## src/rtl/regfile_scoreboard_if.sv

```systemverilog
// regfile_scoreboard_if: decode/writeback port bundle of the register file with scoreboard.
interface regfile_scoreboard_if #(
  parameter int XLEN  = 32,
  parameter int NREGS = 32,
  parameter int AW    = 5
);
  logic             WE_RF;
  logic [AW-1:0]    RW_RF;
  logic [XLEN-1:0]  DW_RF;
  logic [AW-1:0]    RA_RF;
  logic [AW-1:0]    RB_RF;
  logic [XLEN-1:0]  A_RF;
  logic [XLEN-1:0]  B_RF;
  logic             ISSUE_RF;
  logic [AW-1:0]    RD_ISSUE_RF;
  logic             BUSY_A_RF;
  logic             BUSY_B_RF;
  logic [NREGS-1:0] BUSY_VEC_RF;
  modport master (
    output WE_RF, RW_RF, DW_RF, RA_RF, RB_RF, ISSUE_RF, RD_ISSUE_RF,
    input  A_RF, B_RF, BUSY_A_RF, BUSY_B_RF, BUSY_VEC_RF
  );
  modport slave (
    input  WE_RF, RW_RF, DW_RF, RA_RF, RB_RF, ISSUE_RF, RD_ISSUE_RF,
    output A_RF, B_RF, BUSY_A_RF, BUSY_B_RF, BUSY_VEC_RF
  );
endinterface

```

## src/rtl/regfile_scoreboard.sv

```systemverilog
// regfile_scoreboard: 2R/1W register file with optional zero register, write bypass and RAW busy scoreboard.
module regfile_scoreboard #(
  parameter int XLEN     = 32,
  parameter int NREGS    = 32,
  parameter int AW       = 5,
  parameter int BYPASS   = 1,
  parameter int ZERO_REG = 1
) (
  input logic CLK,
  input logic RES,
  regfile_scoreboard_if.slave rf
);
  logic [XLEN-1:0]  regs [NREGS];
  logic [NREGS-1:0] busy, busy_next;
  logic             zero_w, byp_a, byp_b, zero_a, zero_b;
  assign zero_w = (ZERO_REG != 0) && rf.RW_RF == '0;
  // A new issue outranks a same-cycle writeback: the register has a fresh producer pending.
  always_comb begin
    busy_next = busy;
    for (int i = 0; i < NREGS; i++)
      busy_next[i] = (rf.ISSUE_RF && rf.RD_ISSUE_RF == AW'(i) && !((ZERO_REG != 0) && i == 0)) ? 1'b1 :
                     (rf.WE_RF && rf.RW_RF == AW'(i)) ? 1'b0 : busy[i];
  end
  always_ff @(posedge CLK or posedge RES) begin
    if (RES) begin
      for (int i = 0; i < NREGS; i++) regs[i] <= '0;
      busy <= '0;
    end else begin
      if (rf.WE_RF && !zero_w) regs[rf.RW_RF] <= rf.DW_RF;
      busy <= busy_next;
    end
  end
  assign byp_a  = (BYPASS != 0) && rf.WE_RF && rf.RW_RF == rf.RA_RF;
  assign byp_b  = (BYPASS != 0) && rf.WE_RF && rf.RW_RF == rf.RB_RF;
  assign zero_a = (ZERO_REG != 0) && rf.RA_RF == '0;
  assign zero_b = (ZERO_REG != 0) && rf.RB_RF == '0;
  // Reset must also suppress the bypass path, which would otherwise leak DW_RF.
  assign rf.A_RF        = (RES || zero_a) ? '0 : byp_a ? rf.DW_RF : regs[rf.RA_RF];
  assign rf.B_RF        = (RES || zero_b) ? '0 : byp_b ? rf.DW_RF : regs[rf.RB_RF];
  assign rf.BUSY_A_RF   = busy[rf.RA_RF] && !byp_a && !zero_a;
  assign rf.BUSY_B_RF   = busy[rf.RB_RF] && !byp_b && !zero_b;
  assign rf.BUSY_VEC_RF = busy;
endmodule

```

## src/flat_wrapper.sv

```systemverilog
// flat-port wrapper written by rule: the top's interface ports become plain ports
module regfile_scoreboard_flat 
#(
  parameter int XLEN     = 32,
  parameter int NREGS    = 32,
  parameter int AW       = 5,
  parameter int BYPASS   = 1,
  parameter int ZERO_REG = 1
)
  (CLK, RES, rf_WE_RF, rf_RW_RF, rf_DW_RF, rf_RA_RF, rf_RB_RF, rf_ISSUE_RF, rf_RD_ISSUE_RF, rf_A_RF, rf_B_RF, rf_BUSY_A_RF, rf_BUSY_B_RF, rf_BUSY_VEC_RF);
  regfile_scoreboard_if #(.XLEN(XLEN), .NREGS(NREGS), .AW(AW)) rf_i ();
  input logic CLK;
  input logic RES;
  input wire logic [$bits(rf_i.WE_RF)-1:0] rf_WE_RF;
  input wire logic [$bits(rf_i.RW_RF)-1:0] rf_RW_RF;
  input wire logic [$bits(rf_i.DW_RF)-1:0] rf_DW_RF;
  input wire logic [$bits(rf_i.RA_RF)-1:0] rf_RA_RF;
  input wire logic [$bits(rf_i.RB_RF)-1:0] rf_RB_RF;
  input wire logic [$bits(rf_i.ISSUE_RF)-1:0] rf_ISSUE_RF;
  input wire logic [$bits(rf_i.RD_ISSUE_RF)-1:0] rf_RD_ISSUE_RF;
  output wire logic [$bits(rf_i.A_RF)-1:0] rf_A_RF;
  output wire logic [$bits(rf_i.B_RF)-1:0] rf_B_RF;
  output wire logic [$bits(rf_i.BUSY_A_RF)-1:0] rf_BUSY_A_RF;
  output wire logic [$bits(rf_i.BUSY_B_RF)-1:0] rf_BUSY_B_RF;
  output wire logic [$bits(rf_i.BUSY_VEC_RF)-1:0] rf_BUSY_VEC_RF;
  assign rf_i.WE_RF = rf_WE_RF;
  assign rf_i.RW_RF = rf_RW_RF;
  assign rf_i.DW_RF = rf_DW_RF;
  assign rf_i.RA_RF = rf_RA_RF;
  assign rf_i.RB_RF = rf_RB_RF;
  assign rf_i.ISSUE_RF = rf_ISSUE_RF;
  assign rf_i.RD_ISSUE_RF = rf_RD_ISSUE_RF;
  assign rf_A_RF = rf_i.A_RF;
  assign rf_B_RF = rf_i.B_RF;
  assign rf_BUSY_A_RF = rf_i.BUSY_A_RF;
  assign rf_BUSY_B_RF = rf_i.BUSY_B_RF;
  assign rf_BUSY_VEC_RF = rf_i.BUSY_VEC_RF;
  regfile_scoreboard #(.XLEN(XLEN), .NREGS(NREGS), .AW(AW), .BYPASS(BYPASS), .ZERO_REG(ZERO_REG)) u_core (.CLK(CLK), .RES(RES), .rf(rf_i));
endmodule
```

## config.mk

```make
export PLATFORM = sky130hd
export DESIGN_NAME = regfile_scoreboard_flat
export DESIGN_NICKNAME = d
export VERILOG_FILES = /design/src/rtl/regfile_scoreboard_if.sv /design/src/rtl/regfile_scoreboard.sv /design/src/flat_wrapper.sv
export SDC_FILE = /design/constraint.sdc
export NUM_CORES = 2
export LEC_CHECK = 0
export BUFFER_PORTS_ARGS = -buffer_cell sky130_fd_sc_hd__clkbuf_2
export CAP_MARGIN = 15
export CORE_MARGIN = 3
export CORE_UTILIZATION = 40
export DETAILED_ROUTE_END_ITERATION = 8
export HOLD_SLACK_MARGIN = 0.03
export SLEW_MARGIN = 20
export SYNTH_ARGS = -nofsm -noshare
export SYNTH_HDL_FRONTEND = slang
export SYNTH_SLANG_ARGS = --single-unit
```

## constraint.sdc

```tcl
create_clock -name CLK -period 65.2 [get_ports CLK]
set_clock_uncertainty 0.1 [all_clocks]
set_input_delay 13.04 -clock CLK [delete_from_list [all_inputs] [get_ports CLK]]
set_output_delay 13.04 -clock CLK [all_outputs]
set_load 0.01 [all_outputs]
```

==> metrics.yaml <==
final.min_clock_period_ns: 30.92
async_flop_share_pct: 100
num_vias: 36800
antenna_found_initial: 3
cts-htree-levels: 3
numCtsBuffers: 116
syn_area_um2: 57300
ant_nets: 0
ioPinCount: 154
finalSetupTns_ns: 0
hold_end: "u_core.regs[997]"
met3_usage_pct: 3.45
r2r-start: "u_core.regs[716]"
fin_area_um2: 63100
root_buffer: "clkbuf_16"
drive_above_1_share_pct: 50.8
crit_type: "primary input to output pin"
drc_errors: 0
cts_hold_buf: 0
yosys_warnings: 0
cp.required_ns: 52.06
grt_usage_pct: 25.1
whs_path_depth: 0
die_x_um: 385
synthCells: 3872
status: "finished, final reports clean"
r2r_setup_slack_ns: 64.29
cp_data_arrival_time_ns: 17.78
fmax_mhz: 32.3
post_cts_resize_count: 0
setup.worst_path.start_class: "primary input"
grt_pass1_vias: 37800
first_pass_iters: 7
worstPathMaxFanout: 103
dieArea_um2: 148000
ys.flop_type: "dfrtp_1"
wirelength_um: 186000
rsz0062_at_grt: "no"
hp-class: "register to register"
syn_nets: 3928
yosysSeqAreaShare_pct: 46.1
maxCapViolCount: 0
coreArea_um2: 142000
hpwl_um: 99200
powerDensity_nw_per_um2: 30.9
die_h_um: 385
grt_max_degree: 169
cp-end-kind: "output pin"
hold_start: "u_core.regs[997]"
r2r-end: "u_core.regs[716]"
path_clk_slew_ns: 0.06
top_usage_layer: "met2"
avgSynthCellArea_um2: 14.8
place_congestion: 0.774
vdd_drop_max_mv: 0.0203
postCtsSetupBuffers: 0
nets: 3827
max_slew.worst_pin.slew_ns: 1.18
rows: 138
clkLatencyLatePin_ns: 0.72
areaGrowthSynthToFinish_pct: 10.1
tritoncts: "yes"
synth_seq_cells: 1055
slew_violations: 0
cts_buffer_depth: 3
grt_pass1_wl_um: 272000
clock-sinks: 1055
hold_viol: 0
grtUsageMet2_pct: 41.1
slew_headroom_pct: 21.1
portBuffers: 152
fin_crit_sh_pct: 47.4
postPlaceCellArea_um2: 59200
synth_cell_type_count: 56
p_leak_nw: 27.2
start_util_pct: 40.4
synth-edff-count: 0
use_met1_pct: 34.9
drt_iter0_markers: 3745
r2r_cells: 1
grt_overflow: 0
setup_viol: 0
vias_per_cell: 6.39
wl_per_cell_um: 32.3
==> layout by cell type, fill, tap and decap left out, types with 5 or more instances in the layout <==
master,netlist,routed
nand2b_1,12,11
a22oi_1,9,9
a211o_1,9,9
dfrtp_1,1055,1055
nor2b_1,8,6
o21ai_0,77,77
inv_6,0,5
mux4_1,6,6
buf_4,14,82
nor3_1,20,19
nand3_1,26,22
clkbuf_8,0,29
o22ai_1,24,24
nand2_1,46,38
a21oi_1,56,56
a211oi_1,39,39
inv_1,23,22
nand2_4,0,8
xor2_1,8,8
nor2_1,84,69
o31ai_1,5,5
bufinv_16,0,9
a22o_1,11,11
a31oi_1,22,22
mux4_2,487,487
clkinv_2,0,27
a221oi_1,60,60
a221o_1,37,37
nand4_1,5,5
mux2i_1,243,243
nor2_4,0,14
o211ai_1,10,10
clkbuf_1,238,17
clkbuf_16,0,118
clkinvlp_4,0,6
mux2_2,1003,1003
clkbuf_2,0,142
==> worst max-delay path by stage <==
stage,from,to,slack (ns),cells after the start
6_report,rf_RB_RF[0],rf_B_RF[28],34.28,9
5_1_grt,rf_RB_RF[0],rf_B_RF[28],33.88,9
4_1_cts,rf_RB_RF[0],rf_B_RF[18],34.14,9
3_5_place_dp,rf_RB_RF[0],rf_B_RF[18],34.13,9
3_3_place_gp,rf_RB_RF[0],rf_B_RF[18],34.17,9
2_1_floorplan,RES,rf_B_RF[0],13.03,3
==> cells by family after synthesis <==
| kind of cell | count (synthesis) | synth area share, % |
|---|---|---|
| compound gates | 373 | 4.57 |
| xor+xnor | 10 | 0.153 |
| buf+inv | 475 | 4.08 |
| flops | 1055 | 46.1 |
| mux | 1739 | 43.4 |
| other cells | 1 | 0.00654 |
| simple gates | 219 | 1.76 |
==> per-layer routing <==
layer / vias up / wire [um]
li1: 14800 / -
met1: 20300 / 79400
met2: 1442 / 89400
met3: 274 / 11800
met4: 2 / 5430
met5: - / 13
==> synthesized netlist by cell type (4+ instances only) <==
master       n  area share [%]
mux4_2     487              19
inv_1       23            0.15
nor2b_1      8           0.087
buf_4       14            0.18
clkbuf_1   238             1.6
o31ai_1      5           0.066
a221o_1     37            0.65
a211oi_1    39            0.51
mux4_1       6            0.28
mux2_2    1003              20
a211o_1      9            0.14
a22oi_1      9            0.12
mux2i_1    243             4.2
buf_6       28            0.55
dfrtp_1   1055              46
buf_2      116             1.0
o22ai_1     24            0.26
a221oi_1    60            0.92
o21ai_1      4           0.035
nand3_1     26            0.23
buf_8       10            0.26
a31oi_1     22            0.24
nand2b_1    12            0.13
nand4_1      5           0.055
nand2_1     46            0.30
a22o_1      11            0.17
xor2_1       8            0.12
a21oi_1     56            0.49
o211ai_1    10            0.13
buf_1       39            0.26
o21ai_0     77            0.67
nor2_1      84            0.55
nor3_1      20            0.17
==> metrics by stage <==
stage	total power [mW]	hold WS (ns)	std cells	setup slack, ns	utilization (%)
global route	2.03	0.311	5757	33.88	44.5
floorplan	1.17	0.338	3872	13.03	-
finish	1.95	0.296	5759	34.28	44.5
detailed placement	1.28	0.283	5543	34.13	41.7
global placement	1.27	0.277	5543	34.17	41.7
CTS	1.96	0.297	5756	34.14	44.5
==> sequential cells by signal, indices dropped and copies added (netlist names) <==
name                   cells
u_core.rf.BUSY_VEC_RF     31
u_core.regs             1024
==> report_power, final <==
group / internal [mW] / switching (mW)
sequential: 0.780 / 0.0939
clock: 0.399 / 0.280
combinational: 0.236 / 0.161
total: 1.42 / 0.536
==> area by class of cell <==
cell class              instances  area, um2
clock buffers                 164       3420
clock inverters                49        523
repair buffers                231       1440
multi-input cells            2342      28900
well taps                    1890       2360
diodes                          3       7.51
inverters                      25        105
fillers                     12600      78800
flip-flops and latches       1055      26400
==> worst max-delay path, stage by stage <==
cell      delay, ns
buf_8          0.42
buf_4          0.68
buf_12         0.67
buf_4          0.80
mux4_2         0.60
mux4_2         0.46
mux2i_1        0.31
a211oi_1       0.26
clkbuf_2       0.22
No activity file was read; power rests on OpenSTA's default activity.
